File: config.mk
export PLATFORM = sky130hd
export DESIGN_NAME = game_controller
export DESIGN_NICKNAME = d
export VERILOG_FILES = /design/src/rtl/game_pkg.sv /design/src/rtl/lsb_finder.sv /design/src/rtl/game_controller.sv
export SDC_FILE = /design/constraint.sdc
export NUM_CORES = 1
export LEC_CHECK = 0
export BUFFER_PORTS_ARGS = -buffer_cell sky130_fd_sc_hd__buf_2
export CAP_MARGIN = 25
export CORE_ASPECT_RATIO = 1.5
export CORE_MARGIN = 5
export CORE_UTILIZATION = 30
export CTS_CLUSTER_SIZE = 8
export DETAILED_ROUTE_END_ITERATION = 6
export HOLD_SLACK_MARGIN = 0.03
export PLACE_DENSITY_LB_ADDON = 0.3
export SYNTH_ARGS = -nofsm -noshare
export SYNTH_HDL_FRONTEND = slang
export SYNTH_HIERARCHICAL = 1
export SYNTH_SLANG_ARGS = --single-unit
File: constraint.sdc
create_clock -name clk_36MHz -period 2.6 [get_ports clk_36MHz]
set_input_delay 0.52 -clock clk_36MHz [delete_from_list [all_inputs] [get_ports clk_36MHz]]
set_output_delay 0.52 -clock clk_36MHz [all_outputs]
set_load 0.02 [all_outputs]
File: src/rtl/game_pkg.sv
// Shared types and sizes for the invaders game controller.
package game_pkg;

  localparam int unsigned NUM_INVADERS = 10;
  localparam int unsigned FIELD_WIDTH  = 20;
  localparam int unsigned SCORE_W      = 8;
  localparam int unsigned LEVEL_W      = 3;
  localparam int unsigned IDX_W        = 5;
  localparam int unsigned LINE_W       = 4;

  typedef enum logic [2:0] {
    S_IDLE     = 3'd0,
    S_LOAD     = 3'd1,
    S_PLAY     = 3'd2,
    S_HIT      = 3'd3,
    S_LEVEL_UP = 3'd4,
    S_OVER     = 3'd5
  } state_t;

  // Score increment that sticks at the maximum value.
  function automatic logic [SCORE_W-1:0] sat_inc(input logic [SCORE_W-1:0] v);
    return (v == '1) ? v : v + SCORE_W'(1);
  endfunction

endpackage

File: src/rtl/lsb_finder.sv
// Priority encoder: index of the lowest set bit of the formation field.
module lsb_finder
  import game_pkg::*;
(
  input  logic [FIELD_WIDTH-1:0] vec,
  output logic [IDX_W-1:0]       index,
  output logic                   found
);

  // Scan from the top so the lowest set bit is the last one written.
  always_comb begin
    index = '0;
    found = 1'b0;
    for (int i = int'(FIELD_WIDTH) - 1; i >= 0; i--) begin
      if (vec[i]) begin
        index = IDX_W'(i);
        found = 1'b1;
      end
    end
  end

endmodule

File: src/rtl/game_controller.sv
// Game sequencing: load/play/hit/level-up/over, alive tracking, score and level.
module game_controller
  import game_pkg::*;
#(
  parameter int unsigned BOTTOM_LINE = 12,
  parameter int unsigned MAX_LEVEL   = 7
) (
  input  logic                    clk_36MHz,
  input  logic                    reset,
  input  logic                    start,
  input  logic                    bullet_valid,
  input  logic [IDX_W-1:0]        bullet_x,
  input  logic [LINE_W-1:0]       bullet_y,
  input  logic [FIELD_WIDTH-1:0]  invaders_array,
  input  logic [LINE_W-1:0]       invaders_line,
  output logic                    formation_reset,
  output logic [NUM_INVADERS-1:0] alive_mask,
  output logic                    hit,
  output logic                    bullet_kill,
  output logic [LEVEL_W-1:0]      level,
  output logic [SCORE_W-1:0]      score,
  output logic                    game_over,
  output logic [2:0]              state
);

  state_t           state_q;
  logic [IDX_W-1:0] offset;
  logic             found;
  logic [IDX_W-1:0] kdiff;
  logic [3:0]       kidx;
  logic             collision;
  logic             at_bottom;

  lsb_finder u_lsb_finder (
    .vec   (invaders_array),
    .index (offset),
    .found (found)
  );

  assign kdiff = bullet_x - offset;
  assign kidx  = kdiff[3:0];

  // Bullet overlaps a live invader of the formation on the formation's line.
  assign collision = (state_q == S_PLAY) && found && bullet_valid &&
                     (bullet_y == invaders_line) &&
                     (bullet_x < IDX_W'(FIELD_WIDTH)) &&
                     (bullet_x >= offset) &&
                     (kdiff <= IDX_W'(NUM_INVADERS - 1)) &&
                     alive_mask[kidx];

  assign at_bottom = (invaders_line >= LINE_W'(BOTTOM_LINE));

  assign formation_reset = (state_q != S_LOAD);
  assign state           = state_q;

  always_ff @(posedge clk_36MHz or negedge reset) begin
    if (!reset) begin
      state_q     <= S_IDLE;
      alive_mask  <= '0;
      level       <= '0;
      score       <= '0;
      hit         <= 1'b0;
      bullet_kill <= 1'b0;
      game_over   <= 1'b0;
    end else begin
      hit         <= 1'b0;
      bullet_kill <= 1'b0;
      case (state_q)
        S_IDLE: begin
          if (start) begin
            state_q    <= S_LOAD;
            level      <= '0;
            score      <= '0;
            alive_mask <= '1;
          end
        end
        S_LOAD: state_q <= S_PLAY;
        S_PLAY: begin
          // Reaching the bottom wins over any simultaneous hit.
          if (at_bottom) begin
            state_q   <= S_OVER;
            game_over <= 1'b1;
          end else if (collision) begin
            state_q          <= S_HIT;
            alive_mask[kidx] <= 1'b0;
            score            <= sat_inc(score);
            hit              <= 1'b1;
            bullet_kill      <= 1'b1;
          end
        end
        S_HIT: state_q <= (alive_mask == '0) ? S_LEVEL_UP : S_PLAY;
        S_LEVEL_UP: begin
          state_q    <= S_LOAD;
          alive_mask <= '1;
          level      <= (level < LEVEL_W'(MAX_LEVEL)) ? level + LEVEL_W'(1)
                                                      : LEVEL_W'(MAX_LEVEL);
        end
        S_OVER: begin
          if (start) begin
            state_q    <= S_LOAD;
            game_over  <= 1'b0;
            level      <= '0;
            score      <= '0;
            alive_mask <= '1;
          end
        end
        default: state_q <= S_IDLE;
      endcase
    end
  end

endmodule

==> impl_metrics.yaml <==
outcome:
  status: "finished with violations"
  violations: "negative setup slack"
hold_path:
  hp-class: "input pin to async pin"
synth:
  syn_nets: 283
  syn_avg_cell_area_um2: 8.44
  synth_cell_types: 55
  synth_edf_count: 0
  ys_async_sr_fraction_pct: 100
  syn_inst: 238
  synthTopCellsByArea: "dfrtp_1 (32%), nor2_1 (5.2%), ha_1 (4.4%)"
  synth_area_mm2: 0.00201
  synth_top_area_share_pct: 32.4
  synth-seq-cells: 26
  seq_area_frac_synth_pct: 32.4
  yosysWarningCount: 6
  synthFlopType: "dfrtp_1"
  yosysTopAreaCell: "dfrtp_1"
critical_path:
  crit_path_cell_trace: "buf_8 -> o311ai_4 -> o311ai_2 -> a2111oi_2 -> inv_1 -> fa_2 -> and3_4 -> or3_4 -> a211oi_4 -> buf_6 -> o21ai_4 -> or4_4 -> a32o_1"
  worst-path-buf-inv: 3
  path_delay_family: "compound AO/OA/AOI/OAI gates"
  cp_slowest_cell: "or4_4"
  crit_arrival_ns: 3.46
  critPathMaxStageDelay_ns: 0.41
  critPathCaptureType: "register"
  critPathLaunchType: "input pin"
  cp.required_ns: 2.77
  worst-setup-path-type: "input pin to register"
  crit_fanout: 3
drt:
  wl_um: 6160
  vias_per_cell: 5.32
  wire_per_inst_um: 14.6
  ant_nets: 0
  drc: 0
  dr.pass1.iters: 4
  drt_iter0_drc: 106
  num_vias: 2241
clock_network:
  ctsLongestPathBuffers: 2
  cts_root_buffer: "clkbuf_8"
  cts-hold-fix-buffers: 0
  cts_tree: "built"
  cts_buffers: 3
  cts_sinks: 26
  path_clk_slew_ns: 0.09
  clkLatencyLatePin_ns: 0.28
  htreeDepth: 1
grt:
  grt_max_degree: 27
  grt_pass1_wl_um: 10100
  grtUsageTotal_pct: 14.4
  antenna_found_initial: 0
  grt_overflow_total: 0
  grt_pass1_vias: 2263
timing:
  max_freq_mhz: 304
  relSlewSlack_pct: 58.9
  min_period_ns: 3.29
  fin_worst_skew_ns: 0.00833
  hold-worst-slack_ns: 0.247
  hold_viol: 0
  worst_slew_pin_slew_ns: 0.616
  rsz0062_at_grt: "true"
  finalWorstSetupSlack_ns: -0.688
  finalCritPeriodShare_pct: 126
  drv_slew: 0
  finalSetupViolCount: 20
die:
  die_h_um: 110
  rows: 36
  core_mm2: 0.00653
  num_io_pins: 65
  die_area_mm2: 0.00847
  start_util_pct: 30.8
  dieWidth_um: 76.8
pwr:
  ir_worst_vdd_mv: 0.411
  leakage_nw: 1.33
  power_mw: 1.79
  p_per_area_mw_per_mm2: 585
placed_design:
  pre_cts_slack_ns: -1.11
  dp_hpwl_um: 4950
  place_congestion: 0.787
  port_buffers: 64
finish:
  drive_gt1_share_pct: 45.8
  antennaDiodeCount: 0
  syn2layout_area_growth_pct: 52.3
  finalCoreUtilization_pct: 46.9
  final_nets: 391
  fill_cells: 648
job:
  drv_cap: 0
cell families after synthesis:
| group | share of synthesized area, % |
|---|---|
| DFF | 32.4 |
| and+or+nand+nor | 26.6 |
| muxes | 4.23 |
| buffers and inverters | 4.55 |
| AOI/OAI and AO/OA | 24.3 |
| adders and majority gates | 5.35 |
| xor gates and xnor gates | 2.62 |
worst paths after layout:
check | startpoint | end | slack (ns) | depth (start not counted)
worst max-delay path | invaders_array[17] | score[6]$_DFFE_PN0P_ | -0.69 | 13
worst min-delay path | reset | score[1]$_DFFE_PN0P_ | 0.25 | 1
worst max register to register | state[0]$_DFFE_PN0P_ | score[6]$_DFFE_PN0P_ | 0.46 | 7
worst min register to register | game_over$_DFFE_PN0P_ | game_over$_DFFE_PN0P_ | 0.54 | 2
max in group asynchronous | reset | state[0]$_DFFE_PN0P_ | 1.95 | 1
min in group clk_36MHz | game_over$_DFFE_PN0P_ | game_over$_DFFE_PN0P_ | 0.54 | 2
cell usage in the layout (no fill, tap or decap), types with 5 or more instances in the layout:
| cell | n |
|---|---|
| xor2_1 | 5 |
| inv_1 | 13 |
| nor2_1 | 27 |
| a21o_1 | 5 |
| buf_6 | 8 |
| nor3_1 | 6 |
| buf_4 | 42 |
| nor4_1 | 5 |
| a31oi_1 | 7 |
| dfrtp_1 | 26 |
| buf_2 | 60 |
| ha_1 | 5 |
| o21ai_0 | 7 |
| nand2_1 | 22 |
| a21oi_1 | 11 |
| nand3_1 | 10 |
sequential cells by signal (all words and copies together) (netlist names):
register and cells:
alive_mask 10, bullet_kill 1, game_over 1, level 3
score 8, state 3
layout make-up:
class	instances	area, um2	share of cell area [%]
multi-input cells	191	1470	48.2
clock buffers	3	41.3	1.35
flip-flops and latches	26	651	21.3
inverters	13	48.8	1.59
repair buffers	111	721	23.5
clock inverters	1	30.0	0.981
well taps	76	95.1	3.11
through the flow:
step                      cells  TNS [ns]  instance area (um2)
final                       421    -10.13                 3060
after global routing        421    -13.57                 3060
after CTS                   419    -11.41                 2950
after detailed placement    410    -18.23                 2710
after global placement      410    -17.39                 2710
after floorplan             238    -11.14                 2040
report_power, final:
part | internal (mW) | switching (mW) | total, mW | leakage (nW)
combinational | 0.391 | 0.521 | 0.912 | 1.00
clock | 0.206 | 0.141 | 0.348 | 0.0357
sequential | 0.457 | 0.0722 | 0.530 | 0.295
total | 1.05 | 0.734 | 1.79 | 1.33
layer usage:
layer,track usage [%],wire length [um]
met1,15.9,2360
met2,27.9,3390
met3,1.22,288
met4,6.38,114
met5,0,0
cells in the mapped netlist (2+ instances only):
cell,number
nand4_1,4
o21a_1,3
mux2i_1,4
ha_1,7
or4_4,2
o211ai_1,2
nand2_1,22
and3_1,3
inv_1,13
a21o_1,5
nor3_1,10
nor2b_1,5
dfrtp_1,26
a31oi_1,7
nand3_1,10
o21ai_0,9
a21oi_1,14
nor3b_2,2
clkbuf_1,4
or3_1,3
nor3b_1,2
xor2_1,5
o311ai_1,4
nand2b_1,3
mux4_2,2
a22o_1,2
o221ai_1,3
o2bb2ai_1,2
nor2_1,28
nor4_1,7
worst register-to-register path: cells and delay by family, from the launching register on:
kind                   cells  cell delay [ns]
and+or+nand+nor            3             0.85
AOI/OAI and AO/OA          3             0.56
DFF                        1             0.48
buffers and inverters      1             0.14
timing repair:
item	in CTS	in global routing
setup endpoints to repair	20	20
pin swaps	26	13
resized for setup	31	19
buffers inserted	5	2
No activity file was read; power rests on OpenSTA's default activity.
